--- src/rtl/fifo_mem_mch_pkg.sv ---
// Shared helpers for the multi-channel FIFO storage block: width derivation,
// Gray conversion and per-channel slice positions on packed pointer buses.
package fifo_mem_pkg;

  function automatic int addr_w(input int depth);
    return $clog2(depth);
  endfunction

  function automatic int ch_w(input int nch);
    return (nch < 2) ? 1 : $clog2(nch);
  endfunction

  function automatic logic [31:0] bin2gray(input logic [31:0] bin);
    return bin ^ (bin >> 1);
  endfunction

  // Channel c owns bits [c*(aw+1) +: aw+1] of every packed pointer bus.
  function automatic int ptr_lsb(input int c, input int aw);
    return c * (aw + 1);
  endfunction

endpackage

--- src/rtl/fifo_mem_mch_if.sv ---
// Write/read bundle of fifo_mem_mch; master drives requests, slave is the storage block.
interface fifo_mem_mch_if
  import fifo_mem_pkg::*;
#(
  parameter int DATA  = 16,
  parameter int DEPTH = 8,
  parameter int NCH   = 4
);
  localparam int AW = addr_w(DEPTH);
  localparam int CW = ch_w(NCH);
  localparam int PW = AW + 1;

  logic                winc;
  logic [CW-1:0]       wch;
  logic [DATA-1:0]     wdata;
  logic [NCH*PW-1:0]   wq2_rptr;
  logic [NCH-1:0]      ovf_clr;
  logic [CW-1:0]       rch;
  logic [AW-1:0]       raddr;
  logic [DATA-1:0]     rdata;
  logic [NCH*PW-1:0]   wptr_gray;
  logic [NCH-1:0]      wfull;
  logic [NCH-1:0]      wovf;

  modport master (
    output winc, wch, wdata, wq2_rptr, ovf_clr, rch, raddr,
    input  rdata, wptr_gray, wfull, wovf
  );

  modport slave (
    input  winc, wch, wdata, wq2_rptr, ovf_clr, rch, raddr,
    output rdata, wptr_gray, wfull, wovf
  );

endinterface

--- src/rtl/fifo_mem_mch_wptr_full.sv ---
// Write-side state of one channel: binary/Gray write pointer, registered full
// flag and sticky overflow flag.
module fifo_wptr_full
  import fifo_mem_pkg::*;
#(
  parameter int AW = 3
) (
  input  logic          wclk,
  input  logic          wrst_n,
  input  logic          winc,
  input  logic [AW:0]   rq2_gray,
  input  logic          ovf_clr,
  output logic          accept,
  output logic [AW-1:0] waddr,
  output logic [AW:0]   gray,
  output logic          full,
  output logic          ovf
);

  // Full when the next write pointer equals the read pointer with its top two Gray bits inverted.
  localparam logic [AW:0] FULL_MASK = (AW + 1)'(3 << (AW - 1));

  logic [AW:0] bin_q, bin_d;
  logic [AW:0] gray_q, gray_d;
  logic        full_q, full_d;
  logic        ovf_q, ovf_d;

  always_comb begin
    accept = winc & ~full_q;
    bin_d  = bin_q + (AW + 1)'(accept);
    gray_d = (AW + 1)'(bin2gray(32'(bin_d)));
    full_d = (gray_d == (rq2_gray ^ FULL_MASK));
    // A write to a full channel in the same cycle as a clear keeps the flag set.
    ovf_d  = (ovf_q & ~ovf_clr) | (winc & full_q);
  end

  always_ff @(posedge wclk or negedge wrst_n) begin
    if (!wrst_n) begin
      bin_q  <= '0;
      gray_q <= '0;
      full_q <= 1'b0;
      ovf_q  <= 1'b0;
    end else begin
      bin_q  <= bin_d;
      gray_q <= gray_d;
      full_q <= full_d;
      ovf_q  <= ovf_d;
    end
  end

  assign waddr = bin_q[AW-1:0];
  assign gray  = gray_q;
  assign full  = full_q;
  assign ovf   = ovf_q;

endmodule

--- src/rtl/fifo_mem_mch.sv ---
// Multi-channel FIFO storage: NCH logical FIFOs of DEPTH words in one register
// array, write-domain pointers per channel, combinational read by channel/address.
module fifo_mem_mch
  import fifo_mem_pkg::*;
#(
  parameter int DATA  = 16,
  parameter int DEPTH = 8,
  parameter int NCH   = 4
) (
  input logic           wclk,
  input logic           wrst_n,
  fifo_mem_mch_if.slave bus
);

  localparam int AW  = addr_w(DEPTH);
  localparam int CW  = ch_w(NCH);
  localparam int PW  = AW + 1;
  localparam int MW  = NCH * DEPTH;
  localparam int MIW = $clog2(MW);

  logic [DATA-1:0]   mem_q [MW];
  logic [DATA-1:0]   mem_d [MW];
  logic [NCH-1:0]    ch_accept;
  logic [AW-1:0]     ch_waddr [NCH];
  logic [NCH*PW-1:0] gray_all;
  logic [NCH-1:0]    full_all;
  logic [NCH-1:0]    ovf_all;

  for (genvar c = 0; c < NCH; c++) begin : g_ch
    fifo_wptr_full #(.AW(AW)) u_wptr (
      .wclk     (wclk),
      .wrst_n   (wrst_n),
      .winc     (bus.winc && (bus.wch == CW'(c))),
      .rq2_gray (bus.wq2_rptr[ptr_lsb(c, AW) +: PW]),
      .ovf_clr  (bus.ovf_clr[c]),
      .accept   (ch_accept[c]),
      .waddr    (ch_waddr[c]),
      .gray     (gray_all[ptr_lsb(c, AW) +: PW]),
      .full     (full_all[c]),
      .ovf      (ovf_all[c])
    );
  end

  // Only one channel can accept per cycle since a single wch selects it.
  always_comb begin
    mem_d = mem_q;
    for (int c = 0; c < NCH; c++) begin
      if (ch_accept[c]) begin
        mem_d[MIW'(c * DEPTH + int'(ch_waddr[c]))] = bus.wdata;
      end
    end
  end

  always_ff @(posedge wclk or negedge wrst_n) begin
    if (!wrst_n) begin
      mem_q <= '{default: '0};
    end else begin
      mem_q <= mem_d;
    end
  end

  always_comb begin
    bus.rdata = '0;
    if (int'(bus.rch) < NCH) begin
      bus.rdata = mem_q[MIW'(int'(bus.rch) * DEPTH + int'(bus.raddr))];
    end
  end

  assign bus.wptr_gray = gray_all;
  assign bus.wfull     = full_all;
  assign bus.wovf      = ovf_all;

endmodule

--- src/flat_wrapper.sv ---
// flat-port wrapper written by rule: the top's interface ports become plain ports
module fifo_mem_mch_flat import fifo_mem_pkg::*;
#(
  parameter int DATA  = 16,
  parameter int DEPTH = 8,
  parameter int NCH   = 4
)
  (wclk, wrst_n, bus_winc, bus_wch, bus_wdata, bus_wq2_rptr, bus_ovf_clr, bus_rch, bus_raddr, bus_rdata, bus_wptr_gray, bus_wfull, bus_wovf);
  fifo_mem_mch_if #(.DATA(DATA), .DEPTH(DEPTH), .NCH(NCH)) bus_i ();
  input logic wclk;
  input logic wrst_n;
  input wire logic [$bits(bus_i.winc)-1:0] bus_winc;
  input wire logic [$bits(bus_i.wch)-1:0] bus_wch;
  input wire logic [$bits(bus_i.wdata)-1:0] bus_wdata;
  input wire logic [$bits(bus_i.wq2_rptr)-1:0] bus_wq2_rptr;
  input wire logic [$bits(bus_i.ovf_clr)-1:0] bus_ovf_clr;
  input wire logic [$bits(bus_i.rch)-1:0] bus_rch;
  input wire logic [$bits(bus_i.raddr)-1:0] bus_raddr;
  output wire logic [$bits(bus_i.rdata)-1:0] bus_rdata;
  output wire logic [$bits(bus_i.wptr_gray)-1:0] bus_wptr_gray;
  output wire logic [$bits(bus_i.wfull)-1:0] bus_wfull;
  output wire logic [$bits(bus_i.wovf)-1:0] bus_wovf;
  assign bus_i.winc = bus_winc;
  assign bus_i.wch = bus_wch;
  assign bus_i.wdata = bus_wdata;
  assign bus_i.wq2_rptr = bus_wq2_rptr;
  assign bus_i.ovf_clr = bus_ovf_clr;
  assign bus_i.rch = bus_rch;
  assign bus_i.raddr = bus_raddr;
  assign bus_rdata = bus_i.rdata;
  assign bus_wptr_gray = bus_i.wptr_gray;
  assign bus_wfull = bus_i.wfull;
  assign bus_wovf = bus_i.wovf;
  fifo_mem_mch #(.DATA(DATA), .DEPTH(DEPTH), .NCH(NCH)) u_core (.wclk(wclk), .wrst_n(wrst_n), .bus(bus_i));
endmodule
--- config.mk ---
export PLATFORM = sky130hd
export DESIGN_NAME = fifo_mem_mch_flat
export DESIGN_NICKNAME = d
export VERILOG_FILES = /design/src/rtl/fifo_mem_mch_pkg.sv /design/src/rtl/fifo_mem_mch_if.sv /design/src/rtl/fifo_mem_mch_wptr_full.sv /design/src/rtl/fifo_mem_mch.sv /design/src/flat_wrapper.sv
export SDC_FILE = /design/constraint.sdc
export NUM_CORES = 1
export LEC_CHECK = 0
export CORE_UTILIZATION = 35
export CTS_BUF_LIST = sky130_fd_sc_hd__clkbuf_4 sky130_fd_sc_hd__clkbuf_8 sky130_fd_sc_hd__clkbuf_16
export CTS_CLUSTER_SIZE = 40
export DETAILED_ROUTE_END_ITERATION = 8
export PLACE_DENSITY = 0.57
export SYNTH_ARGS = -nofsm -noshare
export SYNTH_HDL_FRONTEND = slang
export SYNTH_HIERARCHICAL = 1
export SYNTH_SLANG_ARGS = --single-unit
--- constraint.sdc ---
create_clock -name wclk -period 2.21 [get_ports wclk]
set_clock_uncertainty 0.05 [all_clocks]
set_input_delay 0.221 -clock wclk [delete_from_list [all_inputs] [get_ports wclk]]
set_output_delay 0.221 -clock wclk [all_outputs]
set_load 0.02 [all_outputs]
==> flow_metrics.py <==
metrics = {
    "worst_setup_path": {
        "critical_path.slowest_cell": "sky130_fd_sc_hd__dlygate4sd2_1",
        "path_common_cell": "sky130_fd_sc_hd__buf_4",
        "crit_type": "primary input to output port",
        "worst_path_max_stage_delay_ns": 0.30,
        "endpoint_kind": "output port",
        "highest_fanout_seen_on_the_critical_path": 5,
        "cp.arrival_ns": 1.86,
        "cp_cell_instances": "dlygate4sd2_1 -> buf_4 -> and2_1 -> buf_4 -> a22oi_1 -> nand2_1 -> o21ai_2 -> buf_4 -> clkdlybuf4s15_2",
        "start_kind": "primary input",
        "critical_path_required_ns": 1.94,
    },
    "final_layout": {
        "layout_cells_sized_above_1_pct": 41.3,
        "syn_to_final_growth_pct": 24.6,
        "layout.nets": 1226,
        "antennaDiodeCount": 0,
        "fillerInstances": 3655,
        "final_util_pct": 44.3,
    },
    "global_routing": {
        "global_route.usage.total_pct": 16.9,
        "globalRoute.totalOverflow": 0,
        "grt_pass1_vias": 9180,
        "grt_pass1_wl_um": 53700,
        "initial_antenna_violation_count": 1,
        "grt_start_max_net_pins": 52,
    },
    "clock_tree": {
        "ctsRootBufferMaster": "sky130_fd_sc_hd__clkbuf_16",
        "clkLatencyLatePin_ns": 0.51,
        "tritoncts": "yes",
        "clkTransAtPathRegs_ns": 0.06,
        "cts.path.max_buffers": 3,
        "cts_made_buffers": 35,
        "htreeDepth": 2,
        "cts_sinks": 292,
    },
    "timing": {
        "worst_slew_margin_relative_to_its_limit_pct": 60.6,
        "fmax_mhz": 468,
        "final_cycle_utilization_of_the_critical_path_pct": 96.6,
        "tightestPinTransition_ns": 0.589,
        "fin_ws_ns": 0.0750,
        "final_hold_viol_count": 0,
        "final_period_minus_worst_setup_slack_ns": 2.13,
        "final_count_of_negative_setup_slack_endpoints": 0,
        "drv_slew": 0,
    },
    "worst_hold_path": {
        "min-delay-path-class": "primary input to asynchronous set/reset pin",
    },
    "synth": {
        "netlist_instances": 1015,
        "synth_top_area_share_pct": 51.7,
        "synth_top_cell_by_area": "sky130_fd_sc_hd__dfrtp_1",
        "yosys-top-cells-area": "sky130_fd_sc_hd__dfrtp_1, sky130_fd_sc_hd__mux2_2, sky130_fd_sc_hd__mux2i_1",
        "ys.warnings.count": 6,
        "post-synth-top-count-cell": "sky130_fd_sc_hd__dfrtp_1",
        "ys_seq_area_share_pct": 51.7,
        "ys_types": 41,
        "syn_avg_cell_area_sq_um": 13.9,
        "yosys_most_used_dff": "sky130_fd_sc_hd__dfrtp_1",
        "synth-seq-cells": 292,
        "synth_top_cells_by_count": "sky130_fd_sc_hd__dfrtp_1, sky130_fd_sc_hd__mux2_2, sky130_fd_sc_hd__mux2i_1",
        "async_set_or_reset_register_ratio_after_synthesis_pct": 100,
        "synth_fp_nets": 1069,
        "synth_area_sq_um": 14100,
        "synth_edf_count": 0,
    },
    "route": {
        "drc": 0,
        "antenna_violating_nets_remaining": 0,
        "drt_pass1_iterations": 4,
        "drt-total-wl_um": 33700,
        "drt_first_iter_violations": 412,
        "vias_per_cell": 5.05,
        "detailroute.via_count": 8691,
        "detail_route.wl_per_cell_um": 19.6,
    },
    "floorplanning": {
        "die_area_sq_um": 41200,
        "ios": 86,
        "die_wd_um": 203,
        "initial_utilization_pct": 35.5,
        "core_sq_um": 39800,
        "core.rowCount": 73,
        "dieHeight_um": 203,
    },
    "power_and_ir_drop": {
        "vdd.ir_drop.worst_mv": 0.558,
        "p_leak_nw": 8.20,
        "power_per_cell_area_nw_per_um2": 1170,
    },
    "place": {
        "detailed_placement_wirelength_estimate_um": 21000,
        "dpl_worst_slack_ns": -0.903,
        "port_buffers": 85,
        "place.gp.congestion": 0.739,
    },
    "status": {
        "outcome": "finished clean",
    },
    "run": {
        "max_capacitance_violation_count": 0,
    },
}
==> layout make-up <==
| cell class | count | area [sq um] | area share, % |
|---|---|---|---|
| well taps | 525 | 657 | 3.73 |
| multi-input cells | 634 | 6260 | 35.5 |
| repair buffers | 201 | 2190 | 12.4 |
| clock buffers | 55 | 1110 | 6.31 |
| inverters | 8 | 30.0 | 0.170 |
| flip-flops and latches | 292 | 7310 | 41.5 |
| clock inverters | 6 | 62.6 | 0.355 |
==> cells by family after synthesis <==
family                   count (synthesis)  share of synthesized area, %
multiplexers                           370                          30.2
flip-flops                             292                          51.7
AND/OR/NAND/NOR                        118                          5.57
AO/OA/AOI/OAI                          102                          5.05
buffers and inverters                   89                          4.34
XOR/XNOR                                36                          2.44
adder cells (fa/ha/maj)                  8                         0.708
==> worst max-delay path, delay by kind of cell <==
family / cells / cell delay (ns)
buffers and inverters: 5 / 1.01
AO/OA/AOI/OAI: 2 / 0.34
AND/OR/NAND/NOR: 2 / 0.27
==> cell usage in the layout, fill, tap and decap left out, drive strengths merged, types with 4 or more instances in the layout <==
cell type / count
buf: 124
mux2i: 100
o21ai: 24
nand4b: 6
o2111a: 4
a21oi: 12
nor3b: 5
clkbuf: 58
o2bb2ai: 4
nand3: 24
inv: 9
mux4: 14
nor3: 4
dlygate4sd2: 5
nand2b: 18
clkinv: 4
xnor2: 24
ha: 8
a221oi: 7
a32oi: 4
mux2: 256
clkdlybuf4s50: 65
dfrtp: 292
a22oi: 43
a211o: 4
or2: 4
xor2: 12
nor2b: 14
nand2: 35
==> timing repair <==
action,in CTS,in global routing
hold endpoints to repair,53,0
gates resized for setup,56,18
setup buffers,5,1
endpoints found under the setup margin,16,14
pin swaps,1,0
hold buffers,1,0
gates cloned,0,0
==> layer usage <==
metal  share of wire, %  up-vias  global-route usage (%)
li1                   -     4018                       -
met1                 47     4491                    23.5
met2                 47      139                    27.3
met3                3.8       41                    3.19
met4                1.3        2                    3.87
met5              0.042        -                       0
==> metrics by stage <==
| step | hold WS, ns | power (mW) | setup TNS, ns | std cells | area (sq um) |
|---|---|---|---|---|---|
| floorplan | -0.125 | 12.9 | 0 | 1015 | 14100 |
| global placement | 0.130 | 14.8 | -47.42 | 1653 | 16400 |
| detailed placement | 0.133 | 15.0 | -53.13 | 1653 | 16400 |
| CTS | 0.189 | 20.9 | 0 | 1720 | 17600 |
| global route | 0.207 | 21.8 | -0.00193 | 1721 | 17600 |
| finish | 0.182 | 20.6 | 0 | 1721 | 17600 |
==> where the power goes <==
| part | leakage (nW) | total (mW) | switching (mW) | internal, mW |
|---|---|---|---|---|
| Clock | 0.594 | 5.76 | 2.19 | 3.57 |
| Combinational | 3.84 | 6.21 | 2.57 | 3.64 |
| Sequential | 3.77 | 8.62 | 1.15 | 7.47 |
| Total | 8.20 | 20.6 | 5.91 | 14.7 |
==> flip-flops by register name (all words and copies together) (netlist names) <==
name / cells
u_core/g_ch.u_wptr/full: 4
u_core/g_ch.u_wptr/gray: 12
u_core/g_ch.u_wptr/ovf: 4
u_core/mem_q: 256
u_core/g_ch.u_wptr/bin_q: 16
==> final timing paths <==
kind	depth (start not counted)	startpoint	end	slack, ns
max	9	bus_raddr[2]	bus_rdata[7]	0.08
min	2	wrst_n	u_core/mem_q[261]	0.18
max reg2reg	8	u_core/g_ch[0].u_wptr/full	u_core/g_ch[0].u_wptr/full	0.29
min reg2reg	1	u_core/mem_q[489]	u_core/mem_q[489]	0.44
max in group asynchronous	3	wrst_n	u_core/mem_q[306]	1.16
min in group wclk	2	bus_ovf_clr[0]	u_core/g_ch[0].u_wptr/ovf	0.21
No activity file was read; power rests on OpenSTA's default activity.
